`config.mk`:
```
export PLATFORM = sky130hd
export DESIGN_NAME = foo_pipe_arb
export DESIGN_NICKNAME = d
export VERILOG_FILES = /design/src/rtl/foo_pipe_arb_pkg.sv /design/src/rtl/foo_rr_pick.sv /design/src/rtl/foo_pipe_arb.sv
export SDC_FILE = /design/constraint.sdc
export NUM_CORES = 1
export LEC_CHECK = 0
export CORE_ASPECT_RATIO = 2
export CORE_MARGIN = 1
export CORE_UTILIZATION = 32
export CTS_CLUSTER_SIZE = 25
export DETAILED_ROUTE_END_ITERATION = 10
export PLACE_DENSITY = 0.79
export SLEW_MARGIN = 20
export SYNTH_ARGS = -nofsm -noshare
export SYNTH_HDL_FRONTEND = slang
export SYNTH_SLANG_ARGS = --single-unit
```
`constraint.sdc`:
```
create_clock -name clk -period 5.12 [get_ports clk]
set_input_delay 1.024 -clock clk [delete_from_list [all_inputs] [get_ports clk]]
set_output_delay 1.024 -clock clk [all_outputs]
set_load 0.005 [all_outputs]
```
`src/rtl/foo_pipe_arb_pkg.sv`:
```
// rtl/foo_pipe_arb_pkg.sv - shared types and defaults for the pipelined round-robin arbiter
//
// Purpose: FSM state enum, default parameter values and the in-flight tag
// record used by foo_pipe_arb and foo_rr_pick.
package foo_pipe_arb_pkg;

  localparam int NUM_REQ_DEF  = 4;
  localparam int DATA_W_DEF   = 32;
  localparam int PIPE_LAT_DEF = 3;

  // Wide enough for the largest supported requester count (16).
  localparam int TAG_ID_W = 4;
  localparam int STAT_W   = 16;

  typedef enum logic [1:0] {
    IDLE  = 2'd0,
    RUN   = 2'd1,
    DRAIN = 2'd2
  } state_t;

  typedef struct packed {
    logic                valid;
    logic [TAG_ID_W-1:0] id;
  } tag_t;

endpackage

```
`src/rtl/foo_rr_pick.sv`:
```
// rtl/foo_rr_pick.sv - combinational round-robin picker
//
// Purpose: find the first asserted request at or after ptr, wrapping modulo
// NUM_REQ.
// Ports:
//   req    in  NUM_REQ  request vector
//   ptr    in  IDX_W    search start index
//   grant  out NUM_REQ  one-hot winner, zero when no request
//   idx    out IDX_W    winner index, zero when no request
module foo_rr_pick #(
  parameter int NUM_REQ = 4,
  parameter int IDX_W   = $clog2(NUM_REQ)
) (
  input  logic [NUM_REQ-1:0] req,
  input  logic [IDX_W-1:0]   ptr,
  output logic [NUM_REQ-1:0] grant,
  output logic [IDX_W-1:0]   idx
);

  logic             found;
  logic [IDX_W:0]   sum;
  logic [IDX_W-1:0] cand;

  always_comb begin
    grant = '0;
    idx   = '0;
    found = 1'b0;
    sum   = '0;
    cand  = '0;
    for (int k = 0; k < NUM_REQ; k++) begin
      // One spare bit so ptr+k can be folded back below NUM_REQ.
      sum = {1'b0, ptr} + (IDX_W+1)'(k);
      if (sum >= (IDX_W+1)'(NUM_REQ)) begin
        sum = sum - (IDX_W+1)'(NUM_REQ);
      end
      cand = sum[IDX_W-1:0];
      if (!found && req[cand]) begin
        found       = 1'b1;
        grant[cand] = 1'b1;
        idx         = cand;
      end
    end
  end

endmodule

```
`src/rtl/foo_pipe_arb.sv`:
```
// rtl/foo_pipe_arb.sv - round-robin front end for a shared fixed-latency pipeline
//
// Purpose: grants one requester per cycle into a non-stalling pipeline, tags
// each launch with its requester id and steers the result back to that
// requester PIPE_LAT cycles later.
// Ports:
//   clk, rst        clock, synchronous active-high reset
//   enable          permits new grants
//   req_valid/data  per-requester request and packed operands
//   req_ready       one-hot grant
//   pipe_in_valid/pipe_x     launch to the pipeline
//   pipe_out_valid/pipe_out  result from the pipeline
//   resp_valid/resp_data     one-hot result strobe and result
//   idle            registered (state == IDLE)
//   tag_err         sticky pipeline/tag valid mismatch
//   grant_cnt       per-requester saturating transfer counters
//                   (only with FOO_PIPE_ARB_STATS_EN defined)
module foo_pipe_arb
  import foo_pipe_arb_pkg::*;
#(
  parameter int NUM_REQ  = NUM_REQ_DEF,
  parameter int DATA_W   = DATA_W_DEF,
  parameter int PIPE_LAT = PIPE_LAT_DEF
) (
  input  logic                  clk,
  input  logic                  rst,
  input  logic                  enable,
  input  logic [NUM_REQ-1:0]    req_valid,
  input  logic [NUM_REQ*DATA_W-1:0] req_data,
  output logic [NUM_REQ-1:0]    req_ready,
  output logic                  pipe_in_valid,
  output logic [DATA_W-1:0]     pipe_x,
  input  logic                  pipe_out_valid,
  input  logic [DATA_W-1:0]     pipe_out,
  output logic [NUM_REQ-1:0]    resp_valid,
  output logic [DATA_W-1:0]     resp_data,
  output logic                  idle,
  output logic                  tag_err
`ifdef FOO_PIPE_ARB_STATS_EN
  ,
  output logic [NUM_REQ*STAT_W-1:0] grant_cnt
`endif
);

  localparam int IDX_W = $clog2(NUM_REQ);
  localparam int CNT_W = $clog2(PIPE_LAT+1);

  state_t             state, state_nxt;
  logic [IDX_W-1:0]   rr_ptr;
  logic [IDX_W-1:0]   pick_idx;
  logic [NUM_REQ-1:0] pick_grant;
  tag_t               tags [PIPE_LAT];
  tag_t               tag_last;
  logic [CNT_W-1:0]   inflight, inflight_nxt;
  logic               tag_err_q;
  logic               grant_en;
  logic               tag_ok;
  logic               tag_mismatch;

  foo_rr_pick #(
    .NUM_REQ (NUM_REQ),
    .IDX_W   (IDX_W)
  ) u_pick (
    .req   (req_valid),
    .ptr   (rr_ptr),
    .grant (pick_grant),
    .idx   (pick_idx)
  );

  // Outputs are forced quiet in the reset cycle itself, not only afterwards.
  assign grant_en      = (state == RUN) && enable && !rst;
  assign req_ready     = grant_en ? pick_grant : '0;
  assign pipe_in_valid = |(req_ready & req_valid);

  always_comb begin
    pipe_x = '0;
    if (pipe_in_valid) begin
      pipe_x = req_data[int'(pick_idx)*DATA_W +: DATA_W];
    end
  end

  assign tag_last     = tags[PIPE_LAT-1];
  assign tag_mismatch = (pipe_out_valid != tag_last.valid);
  assign tag_ok       = pipe_out_valid && tag_last.valid && !rst;

  always_comb begin
    resp_valid = '0;
    resp_data  = '0;
    for (int i = 0; i < NUM_REQ; i++) begin
      resp_valid[i] = tag_ok && (tag_last.id == TAG_ID_W'(i));
    end
    if (tag_ok) begin
      resp_data = pipe_out;
    end
  end

  assign tag_err = tag_err_q && !rst;

  always_comb begin
    inflight_nxt = inflight;
    if (pipe_in_valid && !pipe_out_valid && inflight != CNT_W'(PIPE_LAT)) begin
      inflight_nxt = inflight + 1'b1;
    end else if (!pipe_in_valid && pipe_out_valid && inflight != '0) begin
      inflight_nxt = inflight - 1'b1;
    end
  end

  // Exit decisions look at the count after this cycle's retire, so idle
  // rises the cycle after the last response.
  always_comb begin
    state_nxt = state;
    case (state)
      IDLE:    if (enable) state_nxt = RUN;
      RUN:     if (!enable) state_nxt = (inflight_nxt == '0) ? IDLE : DRAIN;
      DRAIN: begin
        if (enable)                   state_nxt = RUN;
        else if (inflight_nxt == '0)  state_nxt = IDLE;
      end
      default: state_nxt = IDLE;
    endcase
  end

  always_ff @(posedge clk) begin
    if (rst) begin
      state     <= IDLE;
      idle      <= 1'b1;
      rr_ptr    <= '0;
      inflight  <= '0;
      tag_err_q <= 1'b0;
      for (int k = 0; k < PIPE_LAT; k++) begin
        tags[k] <= '0;
      end
    end else begin
      state    <= state_nxt;
      idle     <= (state_nxt == IDLE);
      inflight <= inflight_nxt;
      if (tag_mismatch) begin
        tag_err_q <= 1'b1;
      end
      if (pipe_in_valid) begin
        rr_ptr <= (pick_idx == IDX_W'(NUM_REQ-1)) ? '0 : pick_idx + 1'b1;
      end
      tags[0] <= '{valid: pipe_in_valid, id: TAG_ID_W'(pick_idx)};
      for (int k = 1; k < PIPE_LAT; k++) begin
        tags[k] <= tags[k-1];
      end
    end
  end

`ifdef FOO_PIPE_ARB_STATS_EN
  logic [STAT_W-1:0] cnt_q [NUM_REQ];

  always_ff @(posedge clk) begin
    if (rst) begin
      for (int i = 0; i < NUM_REQ; i++) begin
        cnt_q[i] <= '0;
      end
    end else begin
      for (int i = 0; i < NUM_REQ; i++) begin
        if (req_ready[i] && req_valid[i] && cnt_q[i] != {STAT_W{1'b1}}) begin
          cnt_q[i] <= cnt_q[i] + 1'b1;
        end
      end
    end
  end

  for (genvar g = 0; g < NUM_REQ; g++) begin : g_cnt
    assign grant_cnt[g*STAT_W +: STAT_W] = cnt_q[g];
  end
`endif

endmodule

```
# Word level (Yosys, flattened, before mapping)
# Memory sizes are Yosys's and may differ from the RTL's.
# Cells that the tools add are included.
dict set report word_totals {
  register_bits 8
  latchBits 0
  input_bits 168
  ramBits 15
  rom_bits 0
  word_cells 125
  mem_count 1
  output_inout_bits 75
}
dict set report classes {
  n_eq_ne 8
  n_mul 0
  div 0
  n_reduce_logical 32
  shift 1
  add_sub_neg 10
  order_cmp 12
  muxes 49
  bitwise 7
}
# name words width rd rd_ports_with_merged_regs wr line
set memory_table {}
lappend memory_table {tags 3 5 3 0 3 foo_pipe_arb.sv:52} ;# tag_t tags [PIPE_LAT];
# op n
set op_table {}
lappend op_table {{$shiftx 128x8->32} 1}
lappend op_table {{$mux 32} 2}
lappend op_table {{$mux 2} 16}
lappend op_table {{$logic_and 1x1->1} 20}
lappend op_table {{$mux 4} 5}
lappend op_table {{$mux 5} 3}
lappend op_table {{$mux 1} 14}
lappend op_table {{$lt 2x3->1 const B} 4}
lappend op_table {{$or 4x4->4} 3}
lappend op_table {{$sub 2x1->2 const B} 5}
lappend op_table {{$ge 3x3->1 const B} 3}
lappend op_table {{$bmux 1 s2} 4}
lappend op_table {{$demux 1 s2} 4}
lappend op_table {{$eq 4x2->1 const B} 2}
lappend op_table {{$ge 2x1->1 const B} 4}
lappend op_table {{$add 2x2->3 const B} 2}
lappend op_table {{$logic_not 1->1} 6}
lappend op_table {{$logic_not 2->1} 3}
lappend op_table {{$pmux 2 s3} 1}
lappend op_table {{$add 2x1->2 const B} 2}
lappend op_table {{$and 4x4->4} 1}
lappend op_table {{$eq 2x2->1 const B} 2}
lappend op_table {{$eq 4x1->1 const B} 1}
lappend op_table {{$logic_not 4->1} 1}
lappend op_table {{8 further kinds} 10}

# Logic depth before layout (Yosys ltp)
dict set report logic_depth {
  depth_word 27
  ltp_mapped 14
  ltp_nobuf 10
}

# Modules after synthesis
# A second synthesis with hierarchy kept.
dict set report unflattened {
  hier_cells 235
  hier_area_um2 2331.0
}
# module area_per_inst_um2 cells_each seq_area_each_um2 instances
set by_module_without_submodules {}
lappend by_module_without_submodules {foo_pipe_arb 1926.8 187 340.3 1}
lappend by_module_without_submodules {foo_rr_pick 404.1 48 0.0 1}

# Least setup slack after synthesis
# No wires, ideal clock.
dict set report synth_timing {
  path_type {input port to output port}
  start {in req_valid[3]}
  end {out pipe_x[10]}
  slack_ps 1054
  t_arrival_ps 3042
  path_stages 9
  path_buffers 3
  required_ps 4096
  cell_sequence {buf_2 > mux4_2 > a31o_1 > a221o_1 > a211oi_2 > a21o_1 > buf_6 > clkbuf_1 > a211oi_1}
}
dict set report synth_via {
  elab_chain_cells 16
  word_cells_on_any_way 33
  classes_between {shift (1); mux (21); bitwise (4); reduce/logical (7)}
}
# item line
set synth_rtl {}
lappend synth_rtl {{start, declared} foo_pipe_arb.sv:28} ;# input logic [NUM_REQ-1:0] req_valid,
lappend synth_rtl {{branches (longest 15 deep; another with $bmux 1 s2)} --}
lappend synth_rtl {{$mux 32 *} foo_pipe_arb.sv:77} ;# if (pipe_in_valid) begin
lappend synth_rtl {{end, declared} foo_pipe_arb.sv:32} ;# output logic [DATA_W-1:0] pipe_x,
# Every way passes the cells marked *. The select of a mux whose other input is x is not followed.

# Final worst setup path
dict set report layout_timing {
  start {in req_valid[3]}
  end {out pipe_x[20]}
}
# Same word-level chain as after synthesis.

==> parameters.txt <==
Parameter                              Value

Layout
  Most common cell after layout, fill and taps aside    clkdlybuf4s50_1
  Final core utilization    0.6632
  Layout cell share with drive strength beyond 1    0.1248
  Number of cells in the finished layout apart from fillers    684
  Commonest cells after routing, fill and taps aside    clkdlybuf4s50_1, nor2_1, mux2i_1, mux2_2, and2_1
  Net total in the final layout    765
  Layout overhead on the synthesized area    101.0%

Power
  Power Density    138.2 nW/um2
  Power Internal    517.4 uW
  P_sw    242.8 uW
  Clock share of power    0.208
  Leakage power summed over all cells    2.120 nW
  Combinational power share    0.590
  Switching Fraction    0.3194
  Worst-case vdd ir drop    105.2 uV
  Share of power burned in registers    0.202

Floorplan
  Die width    67.39 um
  Initial standard-cell utilization of the core    0.3300
  Floorplan row count    47
  Area enclosed by the die boundary    8947 um2
  Core outline area    8292 um2
  Number of placed I/O pins    243
  Vert. Die Dim    132.8 um

Timing
  Final setup violating endpoints    0
  Minimum setup slack in the final design    0.09685 ns
  Max-slew violations    0
  Crit path time final    5.023 ns
  Aggregate negative setup slack    0 ns
  Hold Violations, Final    0
  Final worst hold slack    0.4321 ns
  Setup skew after layout    ~0.0047 ns
  Slew margin rel.    0.6353
  Crit share post-route    0.9811
  Timing-limited maximum frequency    199.1 MHz
  Pin slew with the least headroom to its limit    0.5402 ns

Critical path
  Maximum net fanout on the critical path    18
  Sort of element at the end of the critical path    output pin
  Startpoint class of the critical path    input port
  Data required, critical path    approximately 4.1 ns
  Data arrival at the endpoint of the critical path    4.00 ns
  Critical path class    in2out

Route
  Total number of vias    3656
  DR WL/cell    17.38 um
  Detailed Route Iter0 Violations    approximately 150
  Total Routed Length    about 12 mm
  Post-detailed-route DRC marker count    0
  First-pass iteration count of the detailed router    4
  DR vias/cell    around 5.3
  Post-DRT Antenna Nets    0

Placed design
  Number of instances in the placed design    673
  Detail Placement HPWL    9.634 mm
  Place WS    between 0.07 and 0.08 ns
  Number of I/O port buffers    roughly 240
  Weighted congestion reported at the end of routability-driven placement    0.9244

Synthesis
  Share of synthesized area occupied by flip-flops and latches    0.1244
  Cell taking the most area after synthesis    mux2_2
  Top cell type's share of synthesized area    0.1399
  Cell area after technology mapping    2736 um2
  Synthesis-stage register bit count    17
  Net count after synthesis    525
  Number of synthesized flops with an enable pin    0
  Netlist cell types    49
  Commonest register cell after synthesis    dfxtp_1
  Fraction of synthesis flops using an asynchronous set or reset pin    0
  Leading cell types by total area after synthesis    mux2_2, mux2i_1, dfxtp_1
  Cell count after synthesis    346
  Warnings from Yosys    0
  Mapped Avg Cell Area    7.909 um2

Global route
  Via count of the first global-routing pass    3750
  Gr ovfl total    0
  First-pass GRT wire length    18.03 mm
  Largest net degree at the start of global routing    50
  Initial antenna violation count    0
  Overall Global Routing Usage    0.2638

Job
  Max Cap Violations    0

Clock tree
  CTS sink cnt    17
  Root buffer selected by CTS    clkbuf_16
  Worst-Skew Late Latency    around 0.25 ns
  Number of buffers inserted by hold repair at cts    0
  Maximum level of the CTS H-tree    1
  Clock tree from TritonCTS    yes
  Reg clk slew, reported paths    0.05 ns
  Number of buffers between clock root and the deepest sink    2
  Number of buffers inserted during clock tree synthesis    3

Hold path
  Hold Path Class    reg2reg

Status
  Result of the run    finished clean
## layout make-up
class	instances	area (um2)
Clock inverter	1	5.005
Antenna cell	1	2.502
Inverter	12	47.55
Tap cell	98	122.6
Sequential cell	17	340.3
Fill cell	711	2793
Multi-Input combinational cell	286	2228
Clock buffer	3	75.07
Timing Repair Buffer	266	2678
## worst paths after layout
path / slack (ns) / start / to / cells after the start
hold / removal: 0.43 / tags[0][4]$_SDFF_PP0_ / tags[0][9]$_SDFF_PP0_ / 1
setup reg to reg: 1.75 / rr_ptr[0]$_SDFFE_PP0P_ / idle$_SDFF_PP1_ / 11
setup / recovery: 0.1 / req_valid[3] / pipe_x[20] / 10
hold reg to reg: 0.43 / tags[0][4]$_SDFF_PP0_ / tags[0][9]$_SDFF_PP0_ / 1
## cells in the mapped netlist, types with 3 or more instances
master    number
a221o_1        3
nand3_1        3
buf_2         10
o21ai_0        4
and2_1        33
dfxtp_1       17
a211oi_1      32
nand2_1        9
nor3b_1        3
and3b_1        4
mux2_2        34
nor2b_1       11
clkbuf_1      19
mux2i_1       38
mux4_2         3
ha_1          11
or3_1          3
nor3_1         3
nand2b_1       5
inv_1         11
a31oi_1        4
o22ai_1        3
nor2_1        42
a21oi_1       10
## power groups by stage
stage,Sequential (mW),Combinational (mW),Clock (mW)
after floorplan,0.154,0.227,0
after global placement,0.155,0.429,0
after detailed placement,0.156,0.438,0
after CTS,0.153,0.441,0.161
after global routing,0.155,0.483,0.167
final,0.154,0.448,0.158
## metal layers
| metal | GRT usage | part of all wire | vias up |
|---|---|---|---|
| li1 | - | - | 1752 |
| met1 | 0.2492 | 0.32 | 1632 |
| met2 | 0.5128 | 0.56 | 234 |
| met3 | 0.05948 | 0.077 | 38 |
| met4 | 0.09693 | 0.041 | 0 |
| met5 | 0 | 0 | - |
## timing repair
| action | CTS | global route |
|---|---|---|
| endpoints found under the setup margin | 0 | 28 |
| resized for setup | 0 | 4 |
| setup buffers | 0 | 5 |
## worst max-delay path, stage by stage
cell and delay, ns:
clkdlybuf4s50_1 0.49, mux4_2 0.56, buf_4 0.17, a31o_1 0.18, a221o_1 0.32, a211oi_2 0.24
a21o_2 0.26, buf_12 0.19, a211oi_1 0.06, clkdlybuf4s50_1 0.49
## sequential cells by signal (all words and copies together) (netlist names)
name	flops
rr_ptr	2
idle	1
tags	9
tag_err_q	1
state	2
inflight	2
## through the flow
step	total power [mW]	cell area, um2
2_1_floorplan	0.3816	2736
3_3_place_gp	0.5844	5345
3_5_place_dp	0.5937	5345
4_1_cts	0.7555	5425
5_1_grt	0.8048	5497
6_report	0.7602	5499
## kinds of logic (layout without fill, tap and decap cells)
family | Yosys count | in the layout | synth area share
AOI/OAI and AO/OA | 76 | 76 | 0.2085
xor gates and xnor gates | 1 | 1 | 0.003201
adders and majority gates | 11 | 11 | 0.05030
buffers and inverters | 43 | 282 | 0.06996
DFF | 17 | 17 | 0.1244
muxes | 75 | 75 | 0.3036
other | 0 | 1 | 0
and+or+nand+nor | 123 | 123 | 0.2401
(Power assumes the default switching activity.)
